File: src/rtl/imem_arbiter_pkg.sv
// imem_arb_pkg: shared types and default sizing for the instruction-memory
// arbiter (imem_arbiter, imem_starve_ctr, imem_arbiter_if).
//   arb_state_e : priority state of the starvation FSM
//   owner_e     : owner of the read currently in flight
package imem_arb_pkg;

  localparam int DATA_W        = 32;
  localparam int IMEM_DEPTH    = 4096;
  localparam int IMEM_MAX_WAIT = 4;

  typedef enum logic {
    ARB_IF_PRI,
    ARB_LD_PRI
  } arb_state_e;

  typedef enum logic [1:0] {
    OWN_NONE,
    OWN_IF,
    OWN_LD
  } owner_e;

endpackage

File: src/rtl/imem_arbiter_if.sv
// imem_arbiter_if: bundles the fetch port, the loader port and the memory port
// of the instruction-memory arbiter. Signal names are given from the arbiter's
// point of view (i_* driven into the arbiter, o_* driven by it).
//   slave  : arbiter side
//   master : requesters / memory side
interface imem_arbiter_if #(
  parameter int IDX_W = 12
);
  // Fetch port
  logic        i_if_req;
  logic [31:0] i_if_addr;
  logic        i_flush;
  logic        o_if_gnt;
  logic        o_if_rvalid;
  logic [31:0] o_if_rdata;
  // Loader / debug port
  logic        i_ld_req;
  logic        i_ld_we;
  logic [31:0] i_ld_addr;
  logic [31:0] i_ld_wdata;
  logic        o_ld_gnt;
  logic        o_ld_rvalid;
  logic [31:0] o_ld_rdata;
  // Memory port
  logic             o_mem_en;
  logic             o_mem_we;
  logic [IDX_W-1:0] o_mem_addr;
  logic [31:0]      o_mem_wdata;
  logic [31:0]      i_mem_rdata;

  modport slave (
    input  i_if_req, i_if_addr, i_flush,
    output o_if_gnt, o_if_rvalid, o_if_rdata,
    input  i_ld_req, i_ld_we, i_ld_addr, i_ld_wdata,
    output o_ld_gnt, o_ld_rvalid, o_ld_rdata,
    output o_mem_en, o_mem_we, o_mem_addr, o_mem_wdata,
    input  i_mem_rdata
  );

  modport master (
    output i_if_req, i_if_addr, i_flush,
    input  o_if_gnt, o_if_rvalid, o_if_rdata,
    output i_ld_req, i_ld_we, i_ld_addr, i_ld_wdata,
    input  o_ld_gnt, o_ld_rvalid, o_ld_rdata,
    input  o_mem_en, o_mem_we, o_mem_addr, o_mem_wdata,
    output i_mem_rdata
  );

endinterface

File: src/rtl/imem_arbiter_starve_ctr.sv
// imem_starve_ctr: loader starvation guard. Counts consecutive cycles in which
// the loader requests but is denied; after MAX_WAIT such cycles it raises
// loader priority for exactly one cycle.
//   i_clk, i_rst : clock, synchronous active-high reset
//   i_ld_req     : loader is requesting
//   i_ld_gnt     : loader was granted this cycle
//   o_ld_pri     : loader has priority this cycle
module imem_starve_ctr
  import imem_arb_pkg::*;
#(
  parameter int MAX_WAIT = IMEM_MAX_WAIT
) (
  input  logic i_clk,
  input  logic i_rst,
  input  logic i_ld_req,
  input  logic i_ld_gnt,
  output logic o_ld_pri
);

  // One extra count value keeps the width >= 1 when MAX_WAIT == 1.
  localparam int CNT_W = $clog2(MAX_WAIT + 1);

  arb_state_e       r_state;
  logic [CNT_W-1:0] r_wait_cnt;

  always_ff @(posedge i_clk) begin
    if (i_rst) begin
      r_state    <= ARB_IF_PRI;
      r_wait_cnt <= '0;
    end else if (r_state == ARB_LD_PRI) begin
      r_state    <= ARB_IF_PRI;
      r_wait_cnt <= '0;
    end else if (i_ld_req && !i_ld_gnt) begin
      if (r_wait_cnt == CNT_W'(MAX_WAIT - 1)) begin
        r_state    <= ARB_LD_PRI;
        r_wait_cnt <= '0;
      end else begin
        r_wait_cnt <= r_wait_cnt + CNT_W'(1);
      end
    end else begin
      r_wait_cnt <= '0;
    end
  end

  assign o_ld_pri = (r_state == ARB_LD_PRI);

endmodule

File: src/rtl/imem_arbiter.sv
// imem_arbiter: shares a single-port, registered-read instruction memory
// between the fetch stage (IF) and the program loader (LD). Fetch has default
// priority; imem_starve_ctr guarantees the loader a slot after MAX_WAIT
// consecutive denials. Read data returns one cycle after the grant and is
// steered to whichever requester owned the read; fetch responses can be
// squashed by i_flush in the grant cycle or the response cycle.
//   i_clk, i_rst : clock, synchronous active-high reset
//   bus          : imem_arbiter_if.slave (fetch, loader and memory ports)
module imem_arbiter
  import imem_arb_pkg::*;
#(
  parameter int DEPTH    = IMEM_DEPTH,
  parameter int IDX_W    = $clog2(DEPTH),
  parameter int MAX_WAIT = IMEM_MAX_WAIT
) (
  input  logic           i_clk,
  input  logic           i_rst,
  imem_arbiter_if.slave  bus
);

  logic        w_ld_pri;
  logic        w_if_gnt_p0;
  logic        w_ld_gnt_p0;
  logic [31:0] w_addr_p0;
  logic        w_unused_addr_bits;
  owner_e      w_owner_p0;

  owner_e      r_owner_p1;
  logic        r_flush_p1;
  logic        w_if_vld_p1;
  logic        w_ld_vld_p1;

  imem_starve_ctr #(
    .MAX_WAIT (MAX_WAIT)
  ) u_starve (
    .i_clk    (i_clk),
    .i_rst    (i_rst),
    .i_ld_req (bus.i_ld_req),
    .i_ld_gnt (w_ld_gnt_p0),
    .o_ld_pri (w_ld_pri)
  );

  // ---- p0: grant and memory drive ----
  always_comb begin
    w_if_gnt_p0 = 1'b0;
    w_ld_gnt_p0 = 1'b0;
    if (!i_rst) begin
      if (w_ld_pri) begin
        if (bus.i_ld_req)      w_ld_gnt_p0 = 1'b1;
        else if (bus.i_if_req) w_if_gnt_p0 = 1'b1;
      end else begin
        if (bus.i_if_req)      w_if_gnt_p0 = 1'b1;
        else if (bus.i_ld_req) w_ld_gnt_p0 = 1'b1;
      end
    end
  end

  assign w_addr_p0 = w_ld_gnt_p0 ? bus.i_ld_addr : bus.i_if_addr;
  // Byte offset and bits above the memory size are dropped; addresses wrap.
  assign w_unused_addr_bits = ^{w_addr_p0[31:IDX_W+2], w_addr_p0[1:0]};

  assign bus.o_if_gnt    = w_if_gnt_p0;
  assign bus.o_ld_gnt    = w_ld_gnt_p0;
  assign bus.o_mem_en    = w_if_gnt_p0 | w_ld_gnt_p0;
  assign bus.o_mem_we    = w_ld_gnt_p0 & bus.i_ld_we;
  assign bus.o_mem_addr  = w_addr_p0[IDX_W+1:2];
  assign bus.o_mem_wdata = bus.i_ld_wdata;

  always_comb begin
    w_owner_p0 = OWN_NONE;
    if (w_if_gnt_p0)                         w_owner_p0 = OWN_IF;
    else if (w_ld_gnt_p0 && !bus.i_ld_we)    w_owner_p0 = OWN_LD;
  end

  // ---- p0 -> p1: read ownership and flush history ----
  always_ff @(posedge i_clk) begin
    if (i_rst) begin
      r_owner_p1 <= OWN_NONE;
      r_flush_p1 <= 1'b0;
    end else begin
      r_owner_p1 <= w_owner_p0;
      r_flush_p1 <= bus.i_flush;
    end
  end

  // ---- p1: response steering ----
  assign w_if_vld_p1 = (r_owner_p1 == OWN_IF) & ~bus.i_flush & ~r_flush_p1;
  assign w_ld_vld_p1 = (r_owner_p1 == OWN_LD);

  assign bus.o_if_rvalid = w_if_vld_p1;
  assign bus.o_ld_rvalid = w_ld_vld_p1;
  assign bus.o_if_rdata  = w_if_vld_p1 ? bus.i_mem_rdata : 32'h0;
  assign bus.o_ld_rdata  = w_ld_vld_p1 ? bus.i_mem_rdata : 32'h0;

endmodule

File: src/flat_wrapper.sv
// flat-port wrapper written by rule: the top's interface ports become plain ports
module imem_arbiter_flat import imem_arb_pkg::*;
#(
  parameter int DEPTH    = IMEM_DEPTH,
  parameter int IDX_W    = $clog2(DEPTH),
  parameter int MAX_WAIT = IMEM_MAX_WAIT
)
  (i_clk, i_rst, bus_i_if_req, bus_i_if_addr, bus_i_flush, bus_o_if_gnt, bus_o_if_rvalid, bus_o_if_rdata, bus_i_ld_req, bus_i_ld_we, bus_i_ld_addr, bus_i_ld_wdata, bus_o_ld_gnt, bus_o_ld_rvalid, bus_o_ld_rdata, bus_o_mem_en, bus_o_mem_we, bus_o_mem_addr, bus_o_mem_wdata, bus_i_mem_rdata);
  imem_arbiter_if #(.IDX_W(IDX_W)) bus_i ();
  input  logic i_clk;
  input  logic i_rst;
  input wire logic [$bits(bus_i.i_if_req)-1:0] bus_i_if_req;
  input wire logic [$bits(bus_i.i_if_addr)-1:0] bus_i_if_addr;
  input wire logic [$bits(bus_i.i_flush)-1:0] bus_i_flush;
  output wire logic [$bits(bus_i.o_if_gnt)-1:0] bus_o_if_gnt;
  output wire logic [$bits(bus_i.o_if_rvalid)-1:0] bus_o_if_rvalid;
  output wire logic [$bits(bus_i.o_if_rdata)-1:0] bus_o_if_rdata;
  input wire logic [$bits(bus_i.i_ld_req)-1:0] bus_i_ld_req;
  input wire logic [$bits(bus_i.i_ld_we)-1:0] bus_i_ld_we;
  input wire logic [$bits(bus_i.i_ld_addr)-1:0] bus_i_ld_addr;
  input wire logic [$bits(bus_i.i_ld_wdata)-1:0] bus_i_ld_wdata;
  output wire logic [$bits(bus_i.o_ld_gnt)-1:0] bus_o_ld_gnt;
  output wire logic [$bits(bus_i.o_ld_rvalid)-1:0] bus_o_ld_rvalid;
  output wire logic [$bits(bus_i.o_ld_rdata)-1:0] bus_o_ld_rdata;
  output wire logic [$bits(bus_i.o_mem_en)-1:0] bus_o_mem_en;
  output wire logic [$bits(bus_i.o_mem_we)-1:0] bus_o_mem_we;
  output wire logic [$bits(bus_i.o_mem_addr)-1:0] bus_o_mem_addr;
  output wire logic [$bits(bus_i.o_mem_wdata)-1:0] bus_o_mem_wdata;
  input wire logic [$bits(bus_i.i_mem_rdata)-1:0] bus_i_mem_rdata;
  assign bus_i.i_if_req = bus_i_if_req;
  assign bus_i.i_if_addr = bus_i_if_addr;
  assign bus_i.i_flush = bus_i_flush;
  assign bus_o_if_gnt = bus_i.o_if_gnt;
  assign bus_o_if_rvalid = bus_i.o_if_rvalid;
  assign bus_o_if_rdata = bus_i.o_if_rdata;
  assign bus_i.i_ld_req = bus_i_ld_req;
  assign bus_i.i_ld_we = bus_i_ld_we;
  assign bus_i.i_ld_addr = bus_i_ld_addr;
  assign bus_i.i_ld_wdata = bus_i_ld_wdata;
  assign bus_o_ld_gnt = bus_i.o_ld_gnt;
  assign bus_o_ld_rvalid = bus_i.o_ld_rvalid;
  assign bus_o_ld_rdata = bus_i.o_ld_rdata;
  assign bus_o_mem_en = bus_i.o_mem_en;
  assign bus_o_mem_we = bus_i.o_mem_we;
  assign bus_o_mem_addr = bus_i.o_mem_addr;
  assign bus_o_mem_wdata = bus_i.o_mem_wdata;
  assign bus_i.i_mem_rdata = bus_i_mem_rdata;
  imem_arbiter #(.DEPTH(DEPTH), .IDX_W(IDX_W), .MAX_WAIT(MAX_WAIT)) u_core (.i_clk(i_clk), .i_rst(i_rst), .bus(bus_i));
endmodule
File: config.mk
export PLATFORM = sky130hd
export DESIGN_NAME = imem_arbiter_flat
export DESIGN_NICKNAME = d
export VERILOG_FILES = /design/src/rtl/imem_arbiter_pkg.sv /design/src/rtl/imem_arbiter_if.sv /design/src/rtl/imem_arbiter_starve_ctr.sv /design/src/rtl/imem_arbiter.sv /design/src/flat_wrapper.sv
export SDC_FILE = /design/constraint.sdc
export NUM_CORES = 1
export LEC_CHECK = 0
export BUFFER_PORTS_ARGS = -buffer_cell sky130_fd_sc_hd__buf_2
export CAP_MARGIN = 30
export CORE_AREA = 2 2 95 97
export CTS_CLUSTER_SIZE = 16
export DETAILED_ROUTE_END_ITERATION = 10
export DIE_AREA = 0 0 97 99
export HOLD_SLACK_MARGIN = 0.12
export SLEW_MARGIN = 20
export SYNTH_ARGS = -nofsm -noshare
export SYNTH_HDL_FRONTEND = slang
export SYNTH_SLANG_ARGS = --single-unit
File: constraint.sdc
create_clock -name i_clk -period 1.3 [get_ports i_clk]
set_input_delay 0.26 -clock i_clk [delete_from_list [all_inputs] [get_ports i_clk]]
set_output_delay 0.26 -clock i_clk [all_outputs]
set_load 0.02 [all_outputs]
-- Word level (Yosys, flattened, before mapping)
Index checks and enable logic that the tools add are counted.
W data, S select, Z words.
- add/sub/neg operators: 1
- bitwise logic cells: 7
- reductions and logical operators: 7
- equality and inequality tests: 3
- muxes and demuxes: 14
- operators with widths (kind ; number):
    $mux W32 ; 2
    $mux W14 ; 1
    $mux W1 ; 10
    $reduce_or A4 Y1 ; 1
    $add A3 B1 Y3 const B ; 1
    $and A1 B1 Y1 ; 3
    $eq A3 B2 Y1 const B ; 1
    $not A1 Y1 ; 3
    $reduce_or A3 Y1 ; 1
    $eq A2 B1 Y1 const B ; 1
    $eq A2 B2 Y1 const B ; 1
    $logic_and A1 B1 Y1 ; 2
    $logic_not A1 Y1 ; 2
    $mux W2 ; 1
    $reduce_or A2 Y1 ; 1
    $or A1 B1 Y1 ; 1
- logic and storage cells: 37
- register bits: 7

-- Longest topological paths before layout
Gate-level depths: netlist of run 1.
- depth after elaboration: 8
- depth in mapped cells: 4
- gate-level depth less buffers: 3

-- Hierarchy
A second synthesis of run 1 with hierarchy kept.
- cell total of the unflattened synthesis: 144
- area total of the unflattened synthesis: 1203.7 sq um
- by module, submodules not included (module ; cells an instance ; area each (sq um) ; times used ; sequential area each (sq um)):
    imem_arbiter ; 132 ; 1048.5 ; 1 ; 60.1
    imem_starve_ctr ; 12 ; 155.1 ; 1 ; 80.1

-- Worst setup path before layout of run 1
Ideal clock, no wire load.
- path type: reg2out
- start: register u_core.r_owner_p1[1]
- end: output port bus_o_ld_rdata[22]
- arrival time: 1172 ps
- stages on the path, launching flop included: 4
- path slack: -132 ps
- required time: 1040 ps
- cell sequence: dfxtp_1 > and2b_1 > clkbuf_1 > and2_1
- word-level cells in the longest chain between the ends: 2
- ends and longest elaborated chain (what ; line ; source):
    start, declared ; imem_arbiter.sv:28 ; owner_e r_owner_p1;
    start signal, assigned ; imem_arbiter.sv:81 ; r_owner_p1 <= w_owner_p0;
    $eq A2 B2 Y1 ; imem_arbiter.sv:88 ; assign w_ld_vld_p1 = (r_owner_p1 == OWN_LD);
    named net bus_o_ld_rvalid ; flat_wrapper.sv:23 ; output wire logic [$bits(bus_i.o_ld_rvalid)-1:0] bus_o_ld_rvalid;
    $mux W32 ; imem_arbiter.sv:93 ; assign bus.o_ld_rdata = w_ld_vld_p1 ? bus.i_mem_rdata : 32'h0;
    end, declared ; flat_wrapper.sv:24 ; output wire logic [$bits(bus_i.o_ld_rdata)-1:0] bus_o_ld_rdata;
The timed path passes the listed nets, and every way through them passes these cells.

-- Worst setup path after layout of run 1
- start: register u_core.u_starve.r_state (netlist: u_core.u_starve.o_ld_pri)
- end: output port bus_o_mem_addr[4]
- word-level cells in the longest chain between the ends: 3
- ends and longest elaborated chain (what ; line ; source):
    start, declared ; imem_arbiter_starve_ctr.sv:23 ; arb_state_e r_state;
    start signal, assigned ; imem_arbiter_starve_ctr.sv:28 ; r_state <= ARB_IF_PRI;
    start signal, assigned ; imem_arbiter_starve_ctr.sv:31 ; r_state <= ARB_IF_PRI;
    start signal, assigned ; imem_arbiter_starve_ctr.sv:35 ; r_state <= ARB_LD_PRI;
    $mux W1 ; imem_arbiter.sv:48 ; if (w_ld_pri) begin
    $mux W1 ; imem_arbiter.sv:47 ; if (!i_rst) begin
    $mux W14 ; imem_arbiter.sv:58 ; assign w_addr_p0 = w_ld_gnt_p0 ? bus.i_ld_addr : bus.i_if_addr;
    end, declared ; flat_wrapper.sv:27 ; output wire logic [$bits(bus_i.o_mem_addr)-1:0] bus_o_mem_addr;
Every way passes these cells.

==> results of run 1 <==
[registers in the layout, summed over array words and instances, names as in the netlist]
name and count:
u_core.r_flush_p1 1, u_core.r_owner_p1 2, u_core.u_starve.o_ld_pri 1, u_core.u_starve.r_wait_cnt 3
[cell usage in the layout, fill, tap and decap left out, types with 2 or more instances in the layout]
master,n
mux2_4,7
buf_2,72
and2_1,3
nor3_1,2
buf_4,7
mux2_2,5
inv_1,3
and2_2,27
clkbuf_16,3
ha_1,2
dfxtp_2,2
nor2b_1,2
nor2_1,4
buf_12,2
and2_4,34
dfxtp_1,4
clkbuf_8,3
buf_6,73
[what timing repair did]
item / 4_1_cts / 5_1_grt
setup endpoints to repair: 81 / 81
buffers inserted: 1 / 0
hold buffers: 0 / 0
pin swaps: 1 / 32
resized for setup: 129 / 54
cloned: 1 / 3
[stage by stage]
step | setup TNS (ps) | util | setup slack (ps) | area [µm²]
after floorplan | -499 | - | -27.7 | 1200
after global placement | -7630 | 0.218 | -200 | 1860
after detailed placement | -8180 | 0.218 | -224 | 1860
after CTS | -20800 | 0.273 | -336 | 2330
after global routing | -27040 | 0.300 | -389 | 2560
final | -22170 | 0.300 | -337 | 2560
[cell families (layout without fill, tap and decap cells)]
logic type / after synthesis / in the layout / share of synthesized area
buffers and inverters: 43 / 166 / 0.254
adders and majority gates: 2 / 2 / 0.0217
and+or+nand+nor: 78 / 78 / 0.435
DFF: 7 / 7 / 0.122
AOI/OAI and AO/OA: 3 / 3 / 0.0272
muxes: 12 / 12 / 0.140
[routing by layer]
metal	wire length, µm	vias to the layer above	share of wire
met3	619	2	0.13
met4	12	0	0.0025
met1	1610	636	0.33
met5	0	-	0
li1	-	663	-
met2	2630	120	0.54
[power by group through the flow]
stage               Sequential, mW  Clock [mW]  Combinational, mW
floorplan                    0.228           0              0.353
global placement             0.228           0              0.397
detailed placement           0.229           0              0.404
CTS                          0.225       0.302              0.471
global route                 0.224       0.324              0.547
finish                       0.224       0.293              0.513
[path summary, 6_finish.rpt]
path / start / to / slack [ps] / cells past startpoint
worst min-delay path: bus_i_ld_we / u_core.r_owner_p1[1] / 220 / 2
worst max-delay path: u_core.u_starve.o_ld_pri / bus_o_mem_addr[4] / -340 / 4
worst max register to register: u_core.u_starve.o_ld_pri / u_core.u_starve.r_wait_cnt[1] / 300 / 4
worst min register to register: u_core.u_starve.r_wait_cnt[0] / u_core.u_starve.r_wait_cnt[0] / 430 / 1
[critical path, cell delays in order, from the launching register on]
cell and delay, ps:
dfxtp_4 350, o21ai_4 150, buf_12 170, mux2_2 340, buf_2 160
[final cells by class]
class,instances,area [µm²]
clock buffers,4,45.0
fillers,889,5990
inverters,4,15.0
multi-input cells,95,845
flip-flops and latches,7,146
well taps,108,135
repair buffers,158,1380
==> results.cfg, run 1 <==
[worst_setup_path]
arrival_ps = 1380
critPathMaxFanout = 14
cp_data_required_time_ps = 1040
start_kind = flop
endpoint_kind = output port
worstSetupPathType = flop to output port

[global_route]
grt-ovfl-total = 0
met2_usage = 0.167
grt_use_met1 = 0.0853
busiest_layer = met2
grt_max_degree = 20
grt.met3_usage = 0.0411
grt_usage = 0.0869
grt_pass1_vias = 1369
antenna_found_initial = 0
grt_first_pass_wirelength_um = 6840

[cells_and_area]
area_growth_pct = 123
drive_above_1_share = 0.907
final_cells = 376
layout.nets = 405
num_antenna_cells = 0

[power]
p_int_mw = 0.714
ir_drop_mv = 0.319
combinationalPowerShare = 0.498
finalPower_mw = 1.03
clockPowerShare = 0.284
pwr-share-seq = 0.217
p_per_area_mw_per_mm2 = 402
p_leak_nw = 1.34
switching_share = 0.307
power_switching_mw = 0.316

[clock_tree]
root_buffer = clkbuf_8
clk_path_buf_depth = 2
cts_max_level = 1
clk_latency_ps = 220
path_clk_slew_ps = 40
cts_tree = done
cts_sinks = 7
numCtsBuffers = 3

[floorplanning]
fp-row-count = 34
core_mm2 = 0.00855
die_x_um = 97
die_h_um = 99
initial_core_util = 0.135
dieArea_mm2 = 0.00960
ios = 248

[sta]
tightestPinTransition_ps = 272
timing.slew.headroom = 0.818
fmax_ghz = 0.611
hold_violations = 0
hold_ws_ps = 218
fin_ws_ps = -337
period_share = 1.26
rsz0062_at_grt = true
finalSetupViolCount = 81
fin_crit_ps = 1640
drv_slew = 0
clock_skew_ps = 1.65

[synth]
ys.flop_type = dfxtp_1
ys_seq_elements = 7
synth_async_sr_flop_share = 0
synth_cell_type_count = 22
synth.top_cells.by_count = and2_1, buf_4, dfxtp_1, mux2_4, mux2_2
syn_nets = 281
post-synth-top-count-cell = and2_1
netlist_top_cells_area = and2_1, buf_4, dfxtp_1
synth_top_cell_by_area = and2_1
syn_area_per_cell_um2 = 7.94
synth-edff-count = 0
ys_seq_area_frac = 0.122
ys_warn_count = 0
netlist.area_leader.share = 0.348
postSynthCellCount = 145
synthesis.area_mm2 = 0.00115

[placement]
gp_congestion = 0.682
io_buffers = 143
dp_hpwl_um = 3320
place_inst = 367

[routing]
dr.pass1.iters = 4
dr_total_vias = 1421
wl_um = 4880
drt_iter0_drc = 8
vias_per_cell = 3.78
drc = 0
ant_nets = 0
avgRoutedWirePerCell_um = 13.0

[run_status]
violations = negative setup slack
status = complete, but fails checks

[flow_run]
max_cap_violations = 0

[hold_path]
hold_class = input pin to flop
No activity file was read; power rests on OpenSTA's default activity.
==> run 2: changes to the inputs <==
--- a/config.mk
+++ b/config.mk
@@ -7,10 +7,10 @@
 export LEC_CHECK = 0
 export BUFFER_PORTS_ARGS = -buffer_cell sky130_fd_sc_hd__buf_2
 export CAP_MARGIN = 30
-export CORE_AREA = 2 2 95 97
+export CORE_AREA = 2 2 97 99
 export CTS_CLUSTER_SIZE = 16
 export DETAILED_ROUTE_END_ITERATION = 10
-export DIE_AREA = 0 0 97 99
+export DIE_AREA = 0 0 99 101
 export HOLD_SLACK_MARGIN = 0.12
 export SLEW_MARGIN = 20
 export SYNTH_ARGS = -nofsm -noshare
==> constraint.sdc (replaced) <==
create_clock -name i_clk -period 1.68 [get_ports i_clk]
set_input_delay 0.336 -clock i_clk [delete_from_list [all_inputs] [get_ports i_clk]]
set_output_delay 0.336 -clock i_clk [all_outputs]
set_load 0.02 [all_outputs]
==> run 2 against run 1 <==
Against the previous run: largest power group unchanged; first-iteration DRC count grew to 3.1 times the previous value; cell area is 15% lower; die area rose by 4.1%; register-to-register slack improved by 370 ps; critical endpoint is now bus_o_if_rdata[4]; sequential cell count stayed put; sequential power is 22% lower; the flow still finishes with violations (negative setup slack); combinational power fell by 29%; total power fell by 25%; non-clock buffer count shrank 5.
==> results.cfg, run 2 (synthesis gave the netlist of run 1 again) <==
[global_route]
grt_pass1_vias = 1213
grt.met3_usage = 0.0250
grt_max_degree = 34
grt_use_met1 = 0.0631
grt-ovfl-total = 0
grt_usage = 0.0649
met2_usage = 0.127
busiest_layer = met2
antenna_found_initial = 0
grt_first_pass_wirelength_um = 5390

[floorplanning]
die_h_um = 101
fp-row-count = 35
ios = 248
die_x_um = 99
initial_core_util = 0.128
core_mm2 = 0.00898
dieArea_mm2 = 0.0100

[routing]
drc = 0
dr.pass1.iters = 2
ant_nets = 0
vias_per_cell = 3.66
wl_um = 4260
drt_iter0_drc = 25
avgRoutedWirePerCell_um = 11.4
dr_total_vias = 1368

[placement]
post-place-ws_ps = -168
dp_hpwl_um = 2970
placed_cell_area_mm2 = 0.00179
io_buffers = 143
gp_congestion = 0.701
place_inst = 365

[sta]
fin_tns_setup_ps = -1330
drv_slew = 0
hold_ws_ps = 268
finalSetupViolCount = 37
timing.slew.headroom = 0.863
tightestPinTransition_ps = 205
fin_ws_ps = -51.8
clock_skew_ps = 1.12
period_share = 1.03
rsz0062_at_grt = true
fmax_ghz = 0.577
fin_crit_ps = 1730
hold_violations = 0

[clock_tree]
clk_path_buf_depth = 2
root_buffer = clkbuf_8
cts_tree = done
cts_sinks = 7
numCtsBuffers = 3
holdBufCountCts = 0
path_clk_slew_ps = 40
clk_latency_ps = 230
cts_max_level = 1

[worst_setup_path]
critPathMaxFanout = 8
crit_chain = nor4b_4 -> buf_6 -> buf_6 -> and2_1 -> buf_4
slowest_delay_ps = 320
cp_data_required_time_ps = 1340
endpoint_kind = output port
slowest_stage = dfxtp_2
start_kind = flop
path_buf_inv = 3
crit_family = buffers and inverters
cpMostUsedCell = buf_6
worstSetupPathType = flop to output port
arrival_ps = 1400

[power]
finalPower_mw = 0.773
ir_drop_mv = 0.462
p_leak_nw = 1.24
p_per_area_mw_per_mm2 = 353

[cells_and_area]
largest_reg_flops = 3
layout.nets = 400
reg_top3 = u_core.u_starve.r_wait_cnt (3), u_core.r_owner_p1 (2)
drive_above_1_share = 0.730
num_antenna_cells = 0
area_growth_pct = 90.3
mostFrequentLayoutCells = buf_2, and2_1, buf_6
fin_util = 0.244
post-route-cell-area_mm2 = 0.00219
largest-register = u_core.u_starve.r_wait_cnt
final_common_cell = buf_2
final_cells = 374

[hold_path]
hold_class = input pin to flop

[run_status]
violations = negative setup slack
status = complete, but fails checks

[flow_run]
max_cap_violations = 0
[run 2: cell types whose count changed in the layout (fill, tap and decap cells not counted), sizes merged]
| cell | change |
|---|---|
| buf | -4 |
| clkbuf | -1 |
[run 2: timing repair]
action,in CTS,in global routing
setup endpoints to repair,44,44
gates cloned,0,3
hold endpoints to repair,0,0
resized for setup,50,41
pin swaps,1,15
buffers inserted,1,1
[run 2: cell type report]
type	count	area [µm²]
Fill cell	981	6790
Timing Repair Buffer	153	1080
Multi-Input combinational cell	95	766
Sequential cell	7	143
Tap cell	111	139
Clock buffer	4	45.0
Inverter	4	15.0
[run 2: layer usage]
metal,wire length [µm],vias to the layer above
met3,546,4
met5,0,-
met4,35,0
met2,2200,114
met1,1470,591
li1,-,659
[run 2: final timing paths]
path / startpoint / end / slack, ps / cells after the start
hold reg to reg: u_core.u_starve.r_wait_cnt[0] / u_core.u_starve.r_wait_cnt[0] / 430 / 1
hold / removal: bus_i_ld_we / u_core.r_owner_p1[1] / 270 / 2
setup reg to reg: u_core.u_starve.r_wait_cnt[0] / u_core.u_starve.r_wait_cnt[2] / 670 / 3
setup / recovery: u_core.r_owner_p1[1] / bus_o_if_rdata[4] / -50 / 5
[run 2: worst reg2reg max path, stage by stage (launching register included)]
cell,delay (ps)
dfxtp_1,300
ha_1,190
ha_1,270
nor3_1,170
[run 2: power by group]
group          switching (mW)  internal [mW]  total, mW  leakage [nW]
Sequential            0.00257          0.172      0.174        0.0582
Combinational           0.169          0.193      0.362          1.16
Clock                  0.0725          0.164      0.237        0.0228
Total                   0.244          0.529      0.773          1.24
==> run 3: changes to the inputs <==
--- a/config.mk
+++ b/config.mk
@@ -12,6 +12,7 @@
 export DETAILED_ROUTE_END_ITERATION = 10
 export DIE_AREA = 0 0 99 101
 export HOLD_SLACK_MARGIN = 0.12
+export PLACE_DENSITY = 0.48
 export SLEW_MARGIN = 20
 export SYNTH_ARGS = -nofsm -noshare
 export SYNTH_HDL_FRONTEND = slang
==> constraint.sdc (replaced) <==
create_clock -name i_clk -period 1.7 [get_ports i_clk]
set_input_delay 0.34 -clock i_clk [delete_from_list [all_inputs] [get_ports i_clk]]
set_output_delay 0.34 -clock i_clk [all_outputs]
set_load 0.02 [all_outputs]
==> run 3 against run 2 <==
Against the previous run: the flow still finishes with violations (negative setup slack); cell count increased by 0.80%; via count is 0.15% lower; register-to-register slack gained 20 ps; setup slack got worse by 19 ps; critical path type unchanged.
==> results.cfg, run 3 (synthesis gave the netlist of run 1 again) <==
[run_status]
status = complete, but fails checks
violations = negative setup slack

[worst_setup_path]
cp_data_required_time_ps = 1360
critPathMaxFanout = 6
slowest_stage = dfxtp_2
r2r_end = u_core.u_starve.r_wait_cnt[2]
worstSetupPathType = flop to output port
slowest_delay_ps = 330
start_kind = flop
cp-startpoint = u_core.r_owner_p1[1]
cpMostUsedCell = buf_4
arrival_ps = 1430
crit_family = buffers and inverters
crit_end = bus_o_if_rdata[12]
reg2reg_depth = 3
path_buf_inv = 3
endpoint_kind = output port
cp.depth = 5
r2r_setup_slack_ps = 690
rr_startpoint = u_core.u_starve.r_wait_cnt[0]
crit_chain = nor4b_4 -> buf_6 -> buf_4 -> and2_1 -> buf_4

[floorplanning]
core_mm2 = 0.00898
fp-row-count = 35
dieArea_mm2 = 0.0100
ios = 248
die_h_um = 101
die_x_um = 99
initial_core_util = 0.128

[placement]
dp_hpwl_um = 3020
io_buffers = 143
post-place-ws_ps = 26.0
gp_congestion = 0.657
placed_cell_area_mm2 = 0.00180

[power]
p_int_mw = 0.550
pwr-share-seq = 0.214
p_leak_nw = 1.32
switching_share = 0.310
p_per_area_mw_per_mm2 = 343
clockPowerShare = 0.291
combinationalPowerShare = 0.495
power_switching_mw = 0.248
ir_drop_mv = 0.215

[sta]
hold_violations = 0
tightestPinTransition_ps = 206
fin_crit_ps = 1770
clock_skew_ps = 1.93
timing.slew.headroom = 0.862
period_share = 1.04
rsz0062_at_grt = true
hold_ws_ps = 279
fmax_ghz = 0.565
finalSetupViolCount = 42
fin_ws_ps = -70.7
drv_slew = 0

[clock_tree]
numCtsBuffers = 3
root_buffer = clkbuf_8
cts_sinks = 7
clk_path_buf_depth = 2
path_clk_slew_ps = 40
holdBufCountCts = 0
cts_max_level = 1
cts_tree = done
clk_latency_ps = 220

[cells_and_area]
post-route-cell-area_mm2 = 0.00232
fillers = 953
layout.nets = 403
num_antenna_cells = 0
reg_top3 = u_core.u_starve.r_wait_cnt (3), u_core.r_owner_p1 (2)
mostFrequentLayoutCells = buf_2, buf_6, and2_1
largest_reg_flops = 3
register_area_um2 = 145
largest-register = u_core.u_starve.r_wait_cnt
multi_input_area_um2 = 807
drive_above_1_share = 0.767
area_growth_pct = 102
final_common_cell = buf_2

[routing]
avgRoutedWirePerCell_um = 11.5
drc = 0
dr_total_vias = 1366
dr.pass1.iters = 3
drt_iter0_drc = 18
wl_um = 4320
ant_nets = 0
vias_per_cell = 3.62

[global_route]
grt_first_pass_wirelength_um = 5470
grt-ovfl-total = 0
grt_usage = 0.0683
antenna_found_initial = 0
grt_pass1_vias = 1174
grt_max_degree = 34

[flow_run]
max_cap_violations = 0

[hold_path]
hold_class = input pin to flop
hold_depth = 2
-- run 3: final cells by class --
| cell class | instances | area share |
|---|---|---|
| Timing Repair Buffer | 156 | 0.505 |
| Multi-Input combinational cell | 95 | 0.347 |
| Sequential cell | 7 | 0.0624 |
| Tap cell | 111 | 0.0597 |
| Clock buffer | 4 | 0.0194 |
| Inverter | 4 | 0.00646 |
-- run 3: per-stage QoR --
step                      total power [mW]  TNS [ps]   util  std cells
after floorplan                      0.438         0      -        145
after global placement               0.469         0  0.200        366
after detailed placement             0.473         0  0.200        366
after CTS                            0.767     -1940  0.228        374
after global routing                 0.840     -3340  0.259        377
final                                0.798     -1140  0.259        377
-- run 3: how the worst min path moves through the flow --
stage                                              from                            end  slack (ps)
after floorplan           u_core.u_starve.r_wait_cnt[0]  u_core.u_starve.r_wait_cnt[0]         410
after global placement    u_core.u_starve.r_wait_cnt[0]  u_core.u_starve.r_wait_cnt[0]         420
after detailed placement  u_core.u_starve.r_wait_cnt[0]  u_core.u_starve.r_wait_cnt[0]         430
after CTS                                   bus_i_ld_we           u_core.r_owner_p1[1]         280
after global routing                        bus_i_ld_we           u_core.r_owner_p1[1]         280
final                                       bus_i_ld_we           u_core.r_owner_p1[1]         280
-- run 3: layer usage --
layer	track usage	up-vias	share of wire
met5	0	-	0
met4	0.0169	0	0
met3	0.0305	0	0.14
met2	0.124	128	0.51
met1	0.0726	575	0.35
li1	-	663	-
-- run 3: what timing repair did --
| action | in CTS | in global routing |
|---|---|---|
| pin swaps | 2 | 16 |
| endpoints found under the setup margin | 44 | 44 |
| setup buffers | 2 | 0 |
| resized for setup | 54 | 76 |
| gates cloned | 2 | 3 |
-- run 3: worst reg2reg max path: stages, from the launching register on --
cell and delay [ps]:
dfxtp_1 310, ha_1 190, ha_1 260, nor3_1 170
-- run 3: power groups by stage --
stage               registers [mW]  clock network [mW]  logic (mW)
finish                       0.171               0.232       0.395
global route                 0.171               0.246       0.423
global placement             0.175                   0       0.294
detailed placement           0.175                   0       0.297
floorplan                    0.174                   0       0.264
CTS                          0.171               0.245       0.352
